File: config.mk
export PLATFORM = sky130hd
export DESIGN_NAME = maxpool_relu_stream_flat
export DESIGN_NICKNAME = d
export VERILOG_FILES = /design/src/rtl/cnn_pkg.sv /design/src/rtl/maxpool_relu_stream_if.sv /design/src/rtl/pool_row_buffer.sv /design/src/rtl/maxpool_relu_stream.sv /design/src/flat_wrapper.sv
export SDC_FILE = /design/constraint.sdc
export NUM_CORES = 1
export LEC_CHECK = 0
export ABC_AREA = 1
export BUFFER_PORTS_ARGS = -buffer_cell sky130_fd_sc_hd__buf_2
export CAP_MARGIN = 10
export CORE_MARGIN = 2
export CORE_UTILIZATION = 30
export DETAILED_ROUTE_END_ITERATION = 6
export SLEW_MARGIN = 20
export SYNTH_ARGS = -nofsm -noshare
export SYNTH_HDL_FRONTEND = slang
export SYNTH_SLANG_ARGS = --single-unit
File: constraint.sdc
create_clock -name clk -period 11.8 [get_ports clk]
set_input_delay 0.59 -clock clk [delete_from_list [all_inputs] [get_ports clk]]
set_output_delay 0.59 -clock clk [all_outputs]
set_load 0.1 [all_outputs]
File: src/rtl/cnn_pkg.sv
// rtl/cnn_pkg.sv - shared element type, default geometry and signed max helper
// Purpose: common definitions for the CNN streaming blocks.
//   elem_t       : default-width signed element
//   wide_elem_t  : widest supported element, used by smax so that any
//                  DATA_WIDTH up to MAX_ELEM_WIDTH can share one function
//   smax         : two's-complement signed maximum (ties return a, which
//                  equals b, so the choice is invisible)
package cnn_pkg;

   localparam int DEF_DATA_WIDTH = 16;
   localparam int DEF_POOL       = 2;
   localparam int DEF_IMG_W      = 28;
   localparam int DEF_IMG_H      = 28;
   localparam int MAX_ELEM_WIDTH = 64;

   typedef logic signed [DEF_DATA_WIDTH-1:0] elem_t;
   typedef logic signed [MAX_ELEM_WIDTH-1:0] wide_elem_t;

   function automatic wide_elem_t smax(input wide_elem_t a, input wide_elem_t b);
      return (a >= b) ? a : b;
   endfunction

endpackage

File: src/rtl/maxpool_relu_stream_if.sv
// rtl/maxpool_relu_stream_if.sv - pixel-in / pooled-pixel-out handshake bundle
// Purpose: groups the input and output stream signals of maxpool_relu_stream.
// Signals:
//   in_valid/in_ready/in_data        : raster-order input pixels, CH lanes
//   out_valid/out_ready/out_data     : pooled output pixels, same packing
//   out_addr                         : linear index of the current output
//   frame_done                       : pulse after the last output of a frame
// Modports:
//   slave  : the pooling block (consumes pixels, produces pooled pixels)
//   master : the environment driving pixels and accepting results
interface maxpool_relu_stream_if #(
   parameter int DATA_WIDTH = cnn_pkg::DEF_DATA_WIDTH,
   parameter int CH         = 4,
   parameter int ADDR_WIDTH = 10
);

   logic                       in_valid;
   logic                       in_ready;
   logic [CH*DATA_WIDTH-1:0]   in_data;
   logic                       out_valid;
   logic                       out_ready;
   logic [CH*DATA_WIDTH-1:0]   out_data;
   logic [ADDR_WIDTH-1:0]      out_addr;
   logic                       frame_done;

   modport slave (
      input  in_valid, in_data, out_ready,
      output in_ready, out_valid, out_data, out_addr, frame_done
   );

   modport master (
      output in_valid, in_data, out_ready,
      input  in_ready, out_valid, out_data, out_addr, frame_done
   );

endinterface

File: src/rtl/pool_row_buffer.sv
// rtl/pool_row_buffer.sv - one row of partial window maxima
// Purpose: holds the vertically-partial window value for every window column
//          of the current pooled row. Contents are never reset: the first
//          row of each window overwrites its entry before it is read.
// Ports:
//   clk     : clock
//   rd_addr : window column to read (combinational read)
//   rd_data : stored partial maximum for rd_addr
//   wr_en   : write strobe, sampled on the rising clock edge
//   wr_addr : window column to write
//   wr_data : new partial maximum
module pool_row_buffer #(
   parameter int DEPTH = 14,
   parameter int WIDTH = 64,
   localparam int AW   = (DEPTH > 1) ? $clog2(DEPTH) : 1
) (
   input  logic             clk,
   input  logic [AW-1:0]    rd_addr,
   output logic [WIDTH-1:0] rd_data,
   input  logic             wr_en,
   input  logic [AW-1:0]    wr_addr,
   input  logic [WIDTH-1:0] wr_data
);

   logic [WIDTH-1:0] mem [DEPTH];

   assign rd_data = mem[rd_addr];

   always_ff @(posedge clk) begin
      if (wr_en) begin
         mem[wr_addr] <= wr_data;
      end
   end

endmodule

File: src/rtl/maxpool_relu_stream.sv
// rtl/maxpool_relu_stream.sv - streaming POOLxPOOL max pooling with optional ReLU
// Purpose: consumes raster-order pixels (CH lanes per beat) and emits one
//          pooled pixel per non-overlapping POOLxPOOL window, with its linear
//          output index. Optional feature macro: MAXPOOL_RELU_EN clamps
//          negative pooled values to zero.
// Ports:
//   clk        : clock
//   reset      : synchronous, active-high
//   clear      : abort the current frame (counters, accumulator, output state)
//   bus        : maxpool_relu_stream_if.slave stream bundle
module maxpool_relu_stream
   import cnn_pkg::*;
#(
   parameter int DATA_WIDTH = DEF_DATA_WIDTH,
   parameter int CH         = 4,
   parameter int POOL       = DEF_POOL,
   parameter int IMG_W      = DEF_IMG_W,
   parameter int IMG_H      = DEF_IMG_H,
   parameter int ADDR_WIDTH = 10
) (
   input  logic                  clk,
   input  logic                  reset,
   input  logic                  clear,
   maxpool_relu_stream_if.slave  bus
);

   localparam int WW   = IMG_W / POOL;
   localparam int WH   = IMG_H / POOL;
   localparam int NOUT = WW * WH;
   localparam int PW   = (POOL > 1) ? $clog2(POOL) : 1;
   localparam int WCW  = (WW > 1) ? $clog2(WW) : 1;
   localparam int VW   = CH * DATA_WIDTH;

   generate
      if (POOL < 2 || POOL > 4) begin : g_bad_pool
         $error("maxpool_relu_stream: POOL must be in 2..4");
      end
      if ((IMG_W % POOL) != 0 || (IMG_H % POOL) != 0) begin : g_bad_geom
         $error("maxpool_relu_stream: IMG_W and IMG_H must be multiples of POOL");
      end
      if (longint'(NOUT) > (longint'(1) << ADDR_WIDTH)) begin : g_bad_addr
         $error("maxpool_relu_stream: ADDR_WIDTH too small for the output count");
      end
      if (DATA_WIDTH < 1 || DATA_WIDTH > MAX_ELEM_WIDTH) begin : g_bad_width
         $error("maxpool_relu_stream: DATA_WIDTH out of range");
      end
   endgenerate

   typedef logic signed [DATA_WIDTH-1:0] ch_t;

   function automatic ch_t ch_max(input ch_t a, input ch_t b);
      return DATA_WIDTH'(smax(wide_elem_t'(a), wide_elem_t'(b)));
   endfunction

   // Position inside the frame: cp/rp are the offsets inside the current
   // window, wcol is the window column. The window row is not needed because
   // the end of the frame is tracked by out_addr.
   logic [PW-1:0]  cp;
   logic [PW-1:0]  rp;
   logic [WCW-1:0] wcol;
   logic [VW-1:0]  acc_q;

   logic [VW-1:0]  acc_new;
   logic [VW-1:0]  win_val;
   logic [VW-1:0]  out_next;
   logic [VW-1:0]  buf_rd;

   logic accept;
   logic out_fire;
   logic cp_last;
   logic rp_first;
   logic rp_last;
   logic win_done;
   logic buf_we;
   logic last_addr;

   // clear and reset block acceptance, which is also what discards a beat
   // presented in the clear cycle.
   assign bus.in_ready = !reset && !clear && (!bus.out_valid || bus.out_ready);

   assign accept    = bus.in_valid && bus.in_ready;
   assign out_fire  = bus.out_valid && bus.out_ready;
   assign cp_last   = (cp == PW'(POOL - 1));
   assign rp_first  = (rp == '0);
   assign rp_last   = (rp == PW'(POOL - 1));
   assign win_done  = accept && cp_last && rp_last;
   assign buf_we    = accept && cp_last && !rp_last;
   assign last_addr = (bus.out_addr == ADDR_WIDTH'(NOUT - 1));

   for (genvar c = 0; c < CH; c++) begin : g_ch
      ch_t in_c;
      ch_t acc_c;
      ch_t buf_c;
      ch_t an_c;
      ch_t w_c;

      assign in_c  = bus.in_data[c*DATA_WIDTH +: DATA_WIDTH];
      assign acc_c = acc_q[c*DATA_WIDTH +: DATA_WIDTH];
      assign buf_c = buf_rd[c*DATA_WIDTH +: DATA_WIDTH];

      // Horizontal max restarts at the first column of each window; the
      // vertical max restarts at the first row, so stale buffer entries
      // from an aborted frame are never used.
      assign an_c = (cp == '0) ? in_c : ch_max(acc_c, in_c);
      assign w_c  = rp_first ? an_c : ch_max(buf_c, an_c);

      assign acc_new[c*DATA_WIDTH +: DATA_WIDTH] = an_c;
      assign win_val[c*DATA_WIDTH +: DATA_WIDTH] = w_c;
`ifdef MAXPOOL_RELU_EN
      assign out_next[c*DATA_WIDTH +: DATA_WIDTH] = w_c[DATA_WIDTH-1] ? '0 : w_c;
`else
      assign out_next[c*DATA_WIDTH +: DATA_WIDTH] = w_c;
`endif
   end

   pool_row_buffer #(
      .DEPTH (WW),
      .WIDTH (VW)
   ) u_rowbuf (
      .clk     (clk),
      .rd_addr (wcol),
      .rd_data (buf_rd),
      .wr_en   (buf_we),
      .wr_addr (wcol),
      .wr_data (win_val)
   );

   always_ff @(posedge clk) begin
      if (reset || clear) begin
         cp    <= '0;
         rp    <= '0;
         wcol  <= '0;
         acc_q <= '0;
      end else if (accept) begin
         acc_q <= acc_new;
         if (cp_last) begin
            cp <= '0;
            if (wcol == WCW'(WW - 1)) begin
               wcol <= '0;
               rp   <= rp_last ? '0 : rp + 1'b1;
            end else begin
               wcol <= wcol + 1'b1;
            end
         end else begin
            cp <= cp + 1'b1;
         end
      end
   end

   // A completing window always reloads the output register, even in the
   // cycle the previous result is taken, so back-to-back windows see no
   // bubble. in_ready guarantees an unaccepted result is never overwritten.
   always_ff @(posedge clk) begin
      if (reset) begin
         bus.out_valid  <= 1'b0;
         bus.out_data   <= '0;
         bus.out_addr   <= '0;
         bus.frame_done <= 1'b0;
      end else if (clear) begin
         bus.out_valid  <= 1'b0;
         bus.out_addr   <= '0;
         bus.frame_done <= 1'b0;
      end else begin
         bus.frame_done <= out_fire && last_addr;
         if (out_fire) begin
            bus.out_addr <= last_addr ? '0 : bus.out_addr + 1'b1;
         end
         if (win_done) begin
            bus.out_valid <= 1'b1;
            bus.out_data  <= out_next;
         end else if (out_fire) begin
            bus.out_valid <= 1'b0;
         end
      end
   end

endmodule

File: src/flat_wrapper.sv
// flat-port wrapper written by rule: the top's interface ports become plain ports
module maxpool_relu_stream_flat import cnn_pkg::*;
#(
   parameter int DATA_WIDTH = DEF_DATA_WIDTH,
   parameter int CH         = 4,
   parameter int POOL       = DEF_POOL,
   parameter int IMG_W      = DEF_IMG_W,
   parameter int IMG_H      = DEF_IMG_H,
   parameter int ADDR_WIDTH = 10
)
  (clk, reset, clear, bus_in_valid, bus_in_data, bus_out_ready, bus_in_ready, bus_out_valid, bus_out_data, bus_out_addr, bus_frame_done);
  maxpool_relu_stream_if #(.DATA_WIDTH(DATA_WIDTH), .CH(CH), .ADDR_WIDTH(ADDR_WIDTH)) bus_i ();
  input  logic clk;
  input  logic reset;
  input  logic clear;
  input wire logic [$bits(bus_i.in_valid)-1:0] bus_in_valid;
  input wire logic [$bits(bus_i.in_data)-1:0] bus_in_data;
  input wire logic [$bits(bus_i.out_ready)-1:0] bus_out_ready;
  output wire logic [$bits(bus_i.in_ready)-1:0] bus_in_ready;
  output wire logic [$bits(bus_i.out_valid)-1:0] bus_out_valid;
  output wire logic [$bits(bus_i.out_data)-1:0] bus_out_data;
  output wire logic [$bits(bus_i.out_addr)-1:0] bus_out_addr;
  output wire logic [$bits(bus_i.frame_done)-1:0] bus_frame_done;
  assign bus_i.in_valid = bus_in_valid;
  assign bus_i.in_data = bus_in_data;
  assign bus_i.out_ready = bus_out_ready;
  assign bus_in_ready = bus_i.in_ready;
  assign bus_out_valid = bus_i.out_valid;
  assign bus_out_data = bus_i.out_data;
  assign bus_out_addr = bus_i.out_addr;
  assign bus_frame_done = bus_i.frame_done;
  maxpool_relu_stream #(.DATA_WIDTH(DATA_WIDTH), .CH(CH), .POOL(POOL), .IMG_W(IMG_W), .IMG_H(IMG_H), .ADDR_WIDTH(ADDR_WIDTH)) u_core (.clk(clk), .reset(reset), .clear(clear), .bus(bus_i));
endmodule
After elaboration in Yosys (flattened, before gate mapping)
Memories as Yosys holds them, arrays and structs flattened. A register that Yosys moved wholly into a read port is not among the register bits.
Index checks and enable logic that the tools add are counted.
{ "classes": {"reduce_logical": 19, "n_eq_ne": 2, "mul": 0, "n_addsub": 4, "shifts": 0, "n_div": 0, "order_cmp": 8, "bitwise": 1, "muxes": 26} }
{ "op_table": {"columns": ["op", "count"], "rows": [
  ["16-bit 2-to-1 mux", 16],
  ["16-bit >= comparator", 8],
  ["4-bit 2-to-1 mux", 3],
  ["10-bit by 1-bit adder with 10-bit output, second input constant", 1],
  ["10-bit by 8-bit == test with 1-bit output, second input constant", 1],
  ["10-bit 2-to-1 mux", 1],
  ["1-bit logical AND", 8],
  ["1-bit 2-to-1 mux", 6],
  ["4-bit by 1-bit adder with 4-bit output, second input constant", 1],
  ["4-bit == test, second input constant", 1],
  ["1-bit logical NOT", 4],
  ["2-bit AND reduction", 2],
  ["3-bit AND reduction", 1],
  ["1-bit adder, second input constant", 2],
  ["1-bit logical OR", 2],
  ["2-bit nonzero test", 1],
  ["2-bit OR reduction", 1],
  ["1-bit inverter", 1]
]} }
{ "totals": {"latchBits": 0, "ramBits": 896, "in_bits": 69, "register_bits": 146, "memories": 1, "mem_bits_ro": 0, "output_inout_bits": 77, "elab_cells": 69} }
{ "memory_table": {"columns": ["name", "depth", "word_bits", "read_ports", "rd_ports_with_merged_regs", "write_ports", "line_no", "source"], "rows": [
  ["u_core.u_rowbuf.mem", 14, 64, 1, 1, 1, "pool_row_buffer.sv:25", "logic [WIDTH-1:0] mem [DEPTH];"]
]} }

Longest topological paths before layout
{ "logic_depth": {"depth_word": 8, "ltp_mapped": 35, "depth_no_buf": 33} }

Modules after synthesis
A second synthesis with hierarchy kept.
{ "unflattened": {"hier_cells": 5072, "area_unflattened_um2": 48895.6} }
{ "modules_own_cells": {"columns": ["mod", "seq_area_each_um2", "cells_per_inst", "area_each_um2", "instances"], "rows": [
  ["pool_row_buffer", 26905.8, 3388, 37504.7, 1],
  ["maxpool_relu_stream", 2922.8, 1684, 11390.9, 1]
]} }

Least setup slack after synthesis
Ideal clock, no wire load.
{ "synth_path": {"path_kind": "register to register", "startpoint": "register u_core.bus.out_valid", "endpoint": "memory u_core.u_rowbuf.mem[3][0], enable pin", "slack_ns": 4.365, "synth_period_minus_slack_ns": 7.435, "t_required_ns": 11.235, "stages_incl_launch_ff": 8, "t_arrival_ns": 6.870, "path_buffers": 0, "setup_time_ns": 0.565, "path_cell_list": "dfxtp_1 a21oi_2 nand2_1 nor2_2 inv_2 nor2_2 inv_2 nor3_1"} }
{ "synth_between": {"elab_chain_len": 8} }
{ "synth_rtl": {"columns": ["element", "line_no", "source"], "rows": [
  ["start: declaration", "maxpool_relu_stream_if.sv:28", "output in_ready, out_valid, out_data, out_addr, frame_done"],
  ["start signal: assignment", "maxpool_relu_stream.sv:155", "bus.out_valid <= 1'b0;"],
  ["start signal: assignment", "maxpool_relu_stream.sv:160", "bus.out_valid <= 1'b0;"],
  ["start signal: assignment", "maxpool_relu_stream.sv:169", "bus.out_valid <= 1'b1;"],
  ["1-bit logical NOT", "maxpool_relu_stream.sv:79", "assign bus.in_ready = !reset && !clear && (!bus.out_valid || bus.out_ready);"],
  ["1-bit logical OR", "maxpool_relu_stream.sv:79", null],
  ["1-bit logical AND", "maxpool_relu_stream.sv:79", null],
  ["via bus_in_ready", "flat_wrapper.sv:19", "output wire logic [$bits(bus_i.in_ready)-1:0] bus_in_ready;"],
  ["1-bit logical AND", "maxpool_relu_stream.sv:81", "assign accept = bus.in_valid && bus.in_ready;"],
  ["1-bit logical AND (2 in a row)", "maxpool_relu_stream.sv:87", "assign buf_we = accept && cp_last && !rp_last;"],
  ["1-bit 2-to-1 mux", "pool_row_buffer.sv:30", "if (wr_en) begin"],
  ["1-bit 2-to-1 mux (not written as such)", "pool_row_buffer.sv:31", "mem[wr_addr] <= wr_data;"],
  ["end: declaration", "pool_row_buffer.sv:25", null]
]} }
The timed path passes the listed nets, and every way through them passes these cells.

==> impl_results.md <==
* Cell-internal power at 6150 uW
* Final Cycle Share at 0.526
* Die H at 394 um
* Area Overhead vs Synth at 13.7%
* Rel. slew slack at 0.269
* Fraction of synthesized cell area taken by the top area cell type at 0.591
* Cell with the most instances after synthesis: sky130_fd_sc_hd__edfxtp_1
* Maximum VDD drop at 115 uV
* Cell area after placement at approximately 48,000 um^2
* Most Crowded Layer GR: met2
* CP Data Required Time at ~12 ns
* Routed wire per std cell at between 20 and 25 um
* Share of layout cells above drive strength 1 at 0.100
* Place WS at roughly 5.6 ns
* Number of distinct library cell variants in the gate-level netlist after synthesis at 44
* Number of synthesis warnings at 0
* Final non-filler cell area at about 52,000 um^2
* Number of inserted diodes at 0
* Final worst path period need at 6.21 ns
* Sum of negative setup slack at 0 ns
* Critical path's top delay family: buffers and inverters
* Global-route wire length before repair at ~190 mm
* Setup repair after global routing missed its margin: no
* Switching portion of total power at 0.212
* Max capacitance violation total at 0
* Final count of negative-setup-slack endpoints at 0
* Syn avg cell area at roughly 11 um^2
* Most common cell on crit path: sky130_fd_sc_hd__nand2_1
* Yosys top cell by area: sky130_fd_sc_hd__edfxtp_1
* Routing usage on met2 at 0.244
* Via count of the first global-routing pass at between 30,000 and 40,000
* Total congestion overflow at 0
* Combined area of all synthesized cells at 45,500 um^2
* Met1 Track Usage GR at 0.225
* Switching power total at 1650 uW
* Global Route met3 Usage at 0.0318
* Remaining DRCs at 0
* TritonCTS Sinks at 1,046
* Clock slew at the register clock pins of the worst setup and hold paths at ~0.060 ns
* Predominant post-synthesis flop cell: sky130_fd_sc_hd__edfxtp_1
* Clock share of power at 0.451
* Maximum achievable frequency at roughly 0.16 GHz
* Fraction of registers with async set/reset at 0
* H-tree Lvls at 3
* Initial cell density of the core at 0.303
* Nets at around 4,400
* Number of flops mapped to enable cells by yosys at 896
* Worst min-delay path category: in2reg
* Via total after detailed routing at about 32,000
* Most used standard cells in the synthesized netlist: 896 x sky130_fd_sc_hd__edfxtp_1, 662 x sky130_fd_sc_hd__nor2_1, 510 x sky130_fd_sc_hd__nand2_1, 369 x sky130_fd_sc_hd__o21ai_0, 308 x sky130_fd_sc_hd__inv_1
* Cell row count at 142
* Number of hold-slack violations in the final timing report at 0
* Top cells by area in the synthesized netlist: sky130_fd_sc_hd__edfxtp_1 59%, sky130_fd_sc_hd__dfxtp_1 6.6%, sky130_fd_sc_hd__nor2_1 5.5%, sky130_fd_sc_hd__nand2_1 4.2%, sky130_fd_sc_hd__o21ai_0 4.1%
* First-pass detailed-route iteration total at 6
* Antenna violations before repair at 0
* Total leakage power at around 0.019 uW
* Critical path peak fanout at around 210
* Clock insertion delay at the later pin of the skew report at 0.71 ns
* Highest-delay cell along the critical path: sky130_fd_sc_hd__dfxtp_4
* Transition at the pin with the smallest max-transition slack at 1.09 ns
* Die area at 155,000 um^2
* Relative contribution of combinational cells to total power at 0.031
* Buffering stage count on the worst path with inverters included at 4
* Maximum number of pins on one net before global-route repair at between 200 and 250
* Clk root buf: sky130_fd_sc_hd__clkbuf_16
* Sequential share of the synthesized area at 0.657
* TritonCTS clock tree: built
* Signal arrival time at the worst endpoint at around 6.7 ns
* Synth Net Count at between 4,000 and 5,000
* Max-slew violation total from the final report at 0
* Core utilization of the finished layout at 0.344
* Worst setup path category: reg2reg
* CTS-repair resized insts at 0
* Worst-case clock skew at approximately 0.039 ns
* Crit path setup slack, layout at 5.59 ns
* Gate Count Post-Synth at around 4,100
* IO buf count at about 150
* Starting DRC count in detailed routing at around 3,200
* Boundary pin count at approximately 150
* CTS Hold Buffers Added at 0
* Die width at approximately 390 um
* Power per standard cell area at between 150 and 200 nW/um^2
* Average via count per standard cell at 5.04
* Share of power burned in registers at 0.518
* Worst hold slack across all endpoints at 0.205 ns
* All-layer global routing usage at 0.158
* Detail Route Antenna Nets at 0
* Series of cell instances along the critical path: buf_12, buf_4, o21ai_0, o22ai_1, a21oi_1, o21ai_1, ha_1, nand2_1, inv_1, o21ai_0, a21oi_1, nor2_1, nand3_1, nand3_1, nand2_1, inv_1, nand2_1, nand2_1
* Maximum root-to-sink buffer count at 3
* Final weighted congestion of routability-driven global placement at ~0.83
* Number of clock buffers inserted by TritonCTS at roughly 110
* Post-Route WL at around 130 mm
* Total half-perimeter wirelength after legalization and detailed placement at between 60 and 70 mm
* Fill cell instance count of the final layout at 14,917
* #FFs+latches synth at 1,046
* Crit path capture type: flop
* Setup repair bufs after CTS at 0
* Core area at around 150,000 um^2
* Largest stage delay on the critical path at around 0.84 ns
* Outcome: finished clean
* Startpoint kind of the worst setup timing path: flop
==> layer usage <==
| metal | up-vias | wire, um |
|---|---|---|
| met5 | - | 0 |
| met4 | 0 | 2740 |
| met3 | 182 | 9820 |
| met2 | 1193 | 56000 |
| met1 | 15525 | 57800 |
| li1 | 14899 | - |
==> worst min-delay path, cell delays in order <==
cell and delay (ns):
sky130_fd_sc_hd__buf_2 0.09, sky130_fd_sc_hd__inv_1 0.05, sky130_fd_sc_hd__nand2_1 0.05, sky130_fd_sc_hd__a21oi_1 0.05
==> cell usage in the layout (no fill, tap or decap), drive strengths merged <==
| master | n |
|---|---|
| nand3 | 280 |
| inv | 319 |
| buf | 191 |
| nor3b | 1 |
| nor4 | 2 |
| nor3 | 9 |
| o21ai | 484 |
| a21oi | 124 |
| clkinv | 42 |
| o22ai | 136 |
| a211oi | 29 |
| dfxtp | 150 |
| ha | 129 |
| and3 | 1 |
| nor2 | 667 |
| a21o | 3 |
| xnor2 | 1 |
| o41ai | 1 |
| nand4 | 9 |
| o221ai | 115 |
| a31oi | 1 |
| nand2 | 516 |
| o311ai | 4 |
| o31ai | 1 |
| bufinv | 17 |
| clkinvlp | 7 |
| edfxtp | 896 |
| o211ai | 14 |
| o21a | 6 |
| a311oi | 1 |
| clkbuf | 126 |
| o21bai | 9 |
==> layout make-up <==
| cell class | instances | area [um^2] | area share |
|---|---|---|---|
| clock buffers | 126 | 2780 | 0.0537 |
| clock inverters | 70 | 843 | 0.0163 |
| inverters | 315 | 1210 | 0.0233 |
| multi-input cells | 2543 | 13400 | 0.258 |
| flip-flops and latches | 1046 | 29900 | 0.578 |
| well taps | 2016 | 2520 | 0.0487 |
| repair buffers | 191 | 1130 | 0.0218 |
==> metrics by stage <==
| stage | std cells | power (uW) |
|---|---|---|
| after floorplan | 4144 | 4270 |
| after global placement | 6109 | 4350 |
| after detailed placement | 6109 | 4360 |
| after CTS | 6305 | 7860 |
| after global routing | 6307 | 8040 |
| final | 6307 | 7800 |
==> worst paths after layout <==
check / startpoint / endpoint / slack (ns) / cells after the start
worst min-delay path: bus_out_ready / u_core.bus.out_valid / 0.20 / 4
worst min register to register: u_core.acc_q[43] / u_core.acc_q[43] / 0.50 / 2
worst max-delay path: flop / u_core.u_rowbuf.mem[9][32] / 5.59 / 18
worst max register to register: flop / u_core.u_rowbuf.mem[9][32] / 5.59 / 18
==> cells by family after synthesis <==
logic type                 synth area share
and+or+nand+nor                       0.133
AOI/OAI and AO/OA                     0.123
buffers and inverters                0.0523
adders and majority gates            0.0354
xor gates and xnor gates           0.000192
DFF                                   0.657
==> power by group through the flow <==
| stage | Combinational, uW | Sequential, uW | Clock, uW |
|---|---|---|---|
| after floorplan | 161 | 4110 | 0 |
| after global placement | 237 | 4120 | 0 |
| after detailed placement | 243 | 4120 | 0 |
| after CTS | 244 | 4040 | 3580 |
| after global routing | 279 | 4040 | 3730 |
| final | 245 | 4040 | 3520 |
==> state kept, by name, summed over array words and instances, names as in the netlist, 4 cells and up, named ones only <==
register             cells
u_core.wcol              4
u_core.u_rowbuf.mem    896
u_core.bus.out_data     64
u_core.bus.out_addr     10
u_core.acc_q            64
Note: power is estimated with default switching activity, not from simulation.
